File: src/rtl/stall_ctrl_pkg.sv
// Shared types and constants for the stall/flush controller.
package stall_ctrl_pkg;
    localparam int REG_ADDR_W   = 5;
    localparam int MULT_LAT_DEF = 4;
    localparam int DIV_LAT_DEF  = 12;

    typedef enum logic {
        STALL_IDLE = 1'b0,
        STALL_BUSY = 1'b1
    } stall_state_e;
endpackage

File: src/rtl/stall_ctrl_muldiv_busy_counter.sv
// Multiply/divide occupancy tracker: reloadable down-counter plus IDLE/BUSY FSM.
module muldiv_busy_counter
    import stall_ctrl_pkg::*;
#(
    parameter int MULT_LAT = MULT_LAT_DEF,
    parameter int DIV_LAT  = DIV_LAT_DEF,
    parameter int CNT_W    = 4
) (
    input  logic clk,
    input  logic rst,
    input  logic muldiv_start_EX,
    input  logic is_div_EX,
    output logic muldiv_busy
);
    localparam logic [CNT_W-1:0] MULT_LOAD = CNT_W'(MULT_LAT - 1);
    localparam logic [CNT_W-1:0] DIV_LOAD  = CNT_W'(DIV_LAT - 1);

    stall_state_e      state, state_next;
    logic [CNT_W-1:0]  cnt, cnt_next;
    logic [CNT_W-1:0]  load_val;

    assign load_val = is_div_EX ? DIV_LOAD : MULT_LOAD;

    always_ff @(posedge clk) begin
        if (rst) begin
            state <= STALL_IDLE;
            cnt   <= '0;
        end else begin
            state <= state_next;
            cnt   <= cnt_next;
        end
    end

    // A new start always reloads, even while a previous operation is counting.
    always_comb begin
        state_next = state;
        cnt_next   = cnt;
        if (muldiv_start_EX) begin
            cnt_next   = load_val;
            state_next = (load_val != '0) ? STALL_BUSY : STALL_IDLE;
        end else begin
            if (cnt != '0)
                cnt_next = cnt - CNT_W'(1);
            if (state == STALL_BUSY && cnt == CNT_W'(1))
                state_next = STALL_IDLE;
        end
    end

    // Reset masks the stale BUSY state during the reset cycle itself.
    assign muldiv_busy = (state == STALL_BUSY) && !rst;
endmodule

File: src/rtl/stall_ctrl.sv
// Load-use and HI/LO occupancy stall controller for PC, IF/ID and ID/EX.
// Define MULDIV_STALL_EN to track multi-cycle mult/div; otherwise only load-use stalls.
module stall_ctrl
    import stall_ctrl_pkg::*;
#(
    parameter int MULT_LAT = MULT_LAT_DEF,
    parameter int DIV_LAT  = DIV_LAT_DEF,
    parameter int CNT_W    = 4
) (
    input  logic                  clk,
    input  logic                  rst,
    input  logic [REG_ADDR_W-1:0] raddr_1_ID,
    input  logic [REG_ADDR_W-1:0] raddr_2_ID,
    input  logic                  uses_rs_ID,
    input  logic                  uses_rt_ID,
    input  logic                  uses_hilo_ID,
    input  logic                  ReadMem_EX,
    input  logic                  WriteReg_EX,
    input  logic [REG_ADDR_W-1:0] waddr_EX,
    input  logic                  muldiv_start_EX,
    input  logic                  is_div_EX,
    output logic                  hold_PC,
    output logic                  hold_IF_ID,
    output logic                  hold_ID_EX,
    output logic                  flush_ID_EX,
    output logic                  muldiv_busy
);
    logic lu, hl, stall;

    assign lu = ReadMem_EX && WriteReg_EX && (waddr_EX != '0) &&
                ((uses_rs_ID && raddr_1_ID == waddr_EX) ||
                 (uses_rt_ID && raddr_2_ID == waddr_EX));

`ifdef MULDIV_STALL_EN
    muldiv_busy_counter #(
        .MULT_LAT (MULT_LAT),
        .DIV_LAT  (DIV_LAT),
        .CNT_W    (CNT_W)
    ) u_busy (
        .clk             (clk),
        .rst             (rst),
        .muldiv_start_EX (muldiv_start_EX),
        .is_div_EX       (is_div_EX),
        .muldiv_busy     (muldiv_busy)
    );
    assign hl = muldiv_busy && uses_hilo_ID;
`else
    logic unused_muldiv;
    assign unused_muldiv = ^{clk, rst, muldiv_start_EX, is_div_EX, uses_hilo_ID};
    assign muldiv_busy   = 1'b0;
    assign hl            = 1'b0;
`endif

    assign stall       = lu || hl;
    assign hold_PC     = stall;
    assign hold_IF_ID  = stall;
    assign flush_ID_EX = stall;
    // ID/EX is bubbled, never frozen.
    assign hold_ID_EX  = 1'b0;
endmodule

File: config.mk
export PLATFORM = sky130hd
export DESIGN_NAME = stall_ctrl
export DESIGN_NICKNAME = d
export VERILOG_FILES = /design/src/rtl/stall_ctrl_pkg.sv /design/src/rtl/stall_ctrl_muldiv_busy_counter.sv /design/src/rtl/stall_ctrl.sv
export SDC_FILE = /design/constraint.sdc
export NUM_CORES = 1
export LEC_CHECK = 0
export BUFFER_PORTS_ARGS = -buffer_cell sky130_fd_sc_hd__buf_2
export CAP_MARGIN = 30
export CORE_AREA = 2 2 39 41
export DETAILED_ROUTE_END_ITERATION = 6
export DIE_AREA = 0 0 41 43
export GPL_TIMING_DRIVEN = 1
export PLACE_DENSITY_LB_ADDON = 0.15
export SLEW_MARGIN = 10
export SYNTH_ARGS = -nofsm -noshare
export SYNTH_HDL_FRONTEND = slang
export SYNTH_SLANG_ARGS = --single-unit
export TNS_END_PERCENT = 5
File: constraint.sdc
create_clock -name vclk -period 3.2
set_input_delay 0.32 -clock vclk [all_inputs]
set_output_delay 0.32 -clock vclk [all_outputs]
set_load 0.02 [all_outputs]
* Word level (Yosys, flattened, before mapping)
Cells that the tools add are included.
** Word-level totals
- Register bits after elaboration :: 0
- Output and inout bits :: 5
- Bits of input ports :: 24
** Cells by class
- Equal/unequal tests :: 2
- Reduce and logical (&&, ||, !) cells :: 7
** Operators by type and width (count)
- == test 5 bit :: 2
- logical AND 1 bit :: 5
- nonzero test 5 bit :: 1
- logical OR 1 bit :: 1

* Logic depth before layout (Yosys ltp)
- Depth in word-level cells :: 4
- Mapped depth :: 5

* Least setup slack after synthesis
No wires, ideal clock.
- Path kind :: in2out
- Start :: in raddr_1_ID[0]
- End :: out hold_IF_ID
- Slack :: 1384 ps
- Cell stages on the path :: 5
- Arrival :: 1496 ps
- Required time :: 2880 ps
- Path through :: xor2_1 nor4_1 nand3_1 a21oi_1 buf_4
** On the way
- Cells in the longest elaborated chain, start to end :: 4
** RTL lines
- from (decl) :: line stall_ctrl.sv:12 : input logic [REG_ADDR_W-1:0] raddr_1_ID,
- == test 5 bit :: line stall_ctrl.sv:31 : ((uses_rs_ID && raddr_1_ID == waddr_EX) ||
- logical AND 1 bit :: line stall_ctrl.sv:31
- logical OR 1 bit :: line stall_ctrl.sv:31
- logical AND 1 bit :: line stall_ctrl.sv:30 : assign lu = ReadMem_EX && WriteReg_EX && (waddr_EX != '0) &&
- to (decl) :: line stall_ctrl.sv:23 : output logic hold_IF_ID,
Every way passes these cells.

* Final worst setup path
- Start :: in waddr_EX[1]
- End :: out hold_IF_ID
** On the way
- Cells in the longest elaborated chain, start to end :: 4
** RTL lines
- from (decl) :: line stall_ctrl.sv:19 : input logic [REG_ADDR_W-1:0] waddr_EX,
- == test 5 bit, on equally long branches :: line stall_ctrl.sv:31, stall_ctrl.sv:32
- logical AND 1 bit, on equally long branches :: line stall_ctrl.sv:31, stall_ctrl.sv:32
- logical OR 1 bit :: line stall_ctrl.sv:31
- logical AND 1 bit (*) :: line stall_ctrl.sv:30
Every way passes the cells marked *; elsewhere a longest branch is shown, timed or not.

==> metrics <==
run status complete, no violations; crit-path max cell delay 0.34 ns; diode count 0; FF+latch area 0 µm²; vias per inst 3.63; Area growth, synth to finish 61.5%; Critical Path RT 2.88 ns; placer congestion estimate 0.532; layout cell share with drive strength beyond 1 56.1%; Final #Nets 67; Fmax 0.565 GHz; dpl hpwl 428 µm; Clock Power Share 0%; final wirelength 451 µm; leak pwr 0.143 nW; min Tclk post-route 1.77 ns; maxcap violations 0; Top Usage Layer GRT met1; I/O pins 29; Synth Cell Area 169 µm²; first-pass GRT wire length 607 µm; Setup Buffers After CTS 0; synth unique cells 9; Final Hold Slack 0.992 ns; post-synthesis sequential area ratio 0%; syn_area_per_cell 7.68 µm²; PD cells 109 nW/µm²; drt initial violations 0; grt total ovfl 0; GR Util met3 0.524%; worst path cell trace buf_2 > xor2_1 > nor4_1 > nand3_1 > a21oi_1 > buf_2; post-route ant nets 0; Comb pwr share 100.0%; GR Util met1 7.91%; Pins Over Slew Limit 0; via count 207; Fin. Hold Viols 0; IR drop worst, VDD 0.0295 mV; Startpoint Class input port; net switching power 0.0000141 W; Sequential Power Share 0%; cells after synthesis 22; commonest cells in the netlist xor2_1 (8), buf_4 (4), nand3_1 (2), nor4_1 (2), xnor2_1 (2); setup tns final 0 ns; internal power 0.0000155 W; WS Path Type input port to primary output; core area 1380 µm²; die height 43 µm; WHS Endpoint flush_ID_EX; unrepaired setup endpoints after global routing no; critical path startpoint waddr_EX[1]; PortBufs 22; clk_buf instances 0; largest net degree at the start of global routing 4; Critical Path Sink Type primary output; CTS resizes 0; initial antenna violation count 0; sw frac 47.7%; worst path buffer plus inverter count 2; hold wc startpoint ReadMem_EX; drt pass-1 iters 1; total track usage 4.70%; chip width 41 µm; WL/cell 7.91 µm; most common cell in the synthesized netlist xor2_1; Hold/Removal Path Class input port to primary output; most frequent CP cell buf_2; CP top delay family simple AND/OR/NAND/NOR gates; seq_cells 0; WHS Path Cells 4; initial core utilization 12.2%; Synth top area share 41.5%; Yosys top cell by area xor2_1; leading post-synthesis cells by cell area xor2_1 (41%), buf_4 (18%), xnor2_1 (10%); vias in the first global route 163; cts hold-fix bufs 0; grt met2 use 6.56%; Residual DRC 0; Slowest cell on crit path nor4_1; CP arrival 1.45 ns; final setup fails 0; final worst path period share 55.3%; Yosys Warn Count 0; Core Rows 14; CP max FO 3; DIE AREA 1760 µm²
## worst max path at each step
stage	endpoint	cells past startpoint
6_report	hold_IF_ID	6
5_1_grt	flush_ID_EX	6
4_1_cts	hold_IF_ID	6
3_5_place_dp	hold_IF_ID	6
3_3_place_gp	hold_PC	6
2_1_floorplan	hold_IF_ID	5
## logic make-up after synthesis
kind of cell,Yosys count,share of synthesized area (%)
xor gates and xnor gates,10,51.9
and+or+nand+nor,5,17.8
buffers and inverters,4,17.8
AOI/OAI and AO/OA,2,10.4
other,1,2.22
## stage by stage
stage | utilization (%) | instance area (µm²) | total power (W) | setup WS (ns) | instances
2_1_floorplan | - | 173 | 0.0000154 | 1.38 | 23
3_3_place_gp | 19.7 | 273 | 0.0000304 | 1.42 | 57
3_5_place_dp | 19.7 | 273 | 0.0000302 | 1.40 | 57
4_1_cts | 19.7 | 273 | 0.0000304 | 1.39 | 57
5_1_grt | 19.7 | 273 | 0.0000333 | 1.31 | 57
6_report | 19.7 | 273 | 0.0000297 | 1.43 | 57
## layout by cell type (no fill, tap or decap)
master	netlist	final
buf_2	0	22
xor2_1	8	8
nor4_1	2	2
xnor2_1	2	2
nand3_1	2	2
conb_1	1	2
or4_1	1	1
o211ai_2	1	1
a21oi_1	1	1
## final cells by class
cell class,instances,area (µm²)
multi-input combinational,19,143
tap,16,20.0
timing repair buffer,22,110
fill,150,1110
## power groups by stage
stage,sequential [W],combinational (W),clock (W)
3_5_place_dp,0,0.0000302,0
6_report,0,0.0000297,0
3_3_place_gp,0,0.0000304,0
4_1_cts,0,0.0000304,0
2_1_floorplan,0,0.0000154,0
5_1_grt,0,0.0000333,0
## routing by layer
metal  part of all wire [%]  routed length, µm  vias to the layer above
met1                     48                218                       77
met3                     19                 86                        0
met2                     32                146                       22
met5                      0                  0                        -
met4                      0                  0                        0
li1                       -                  -                      108
Power figures use the tool's default switching activity.
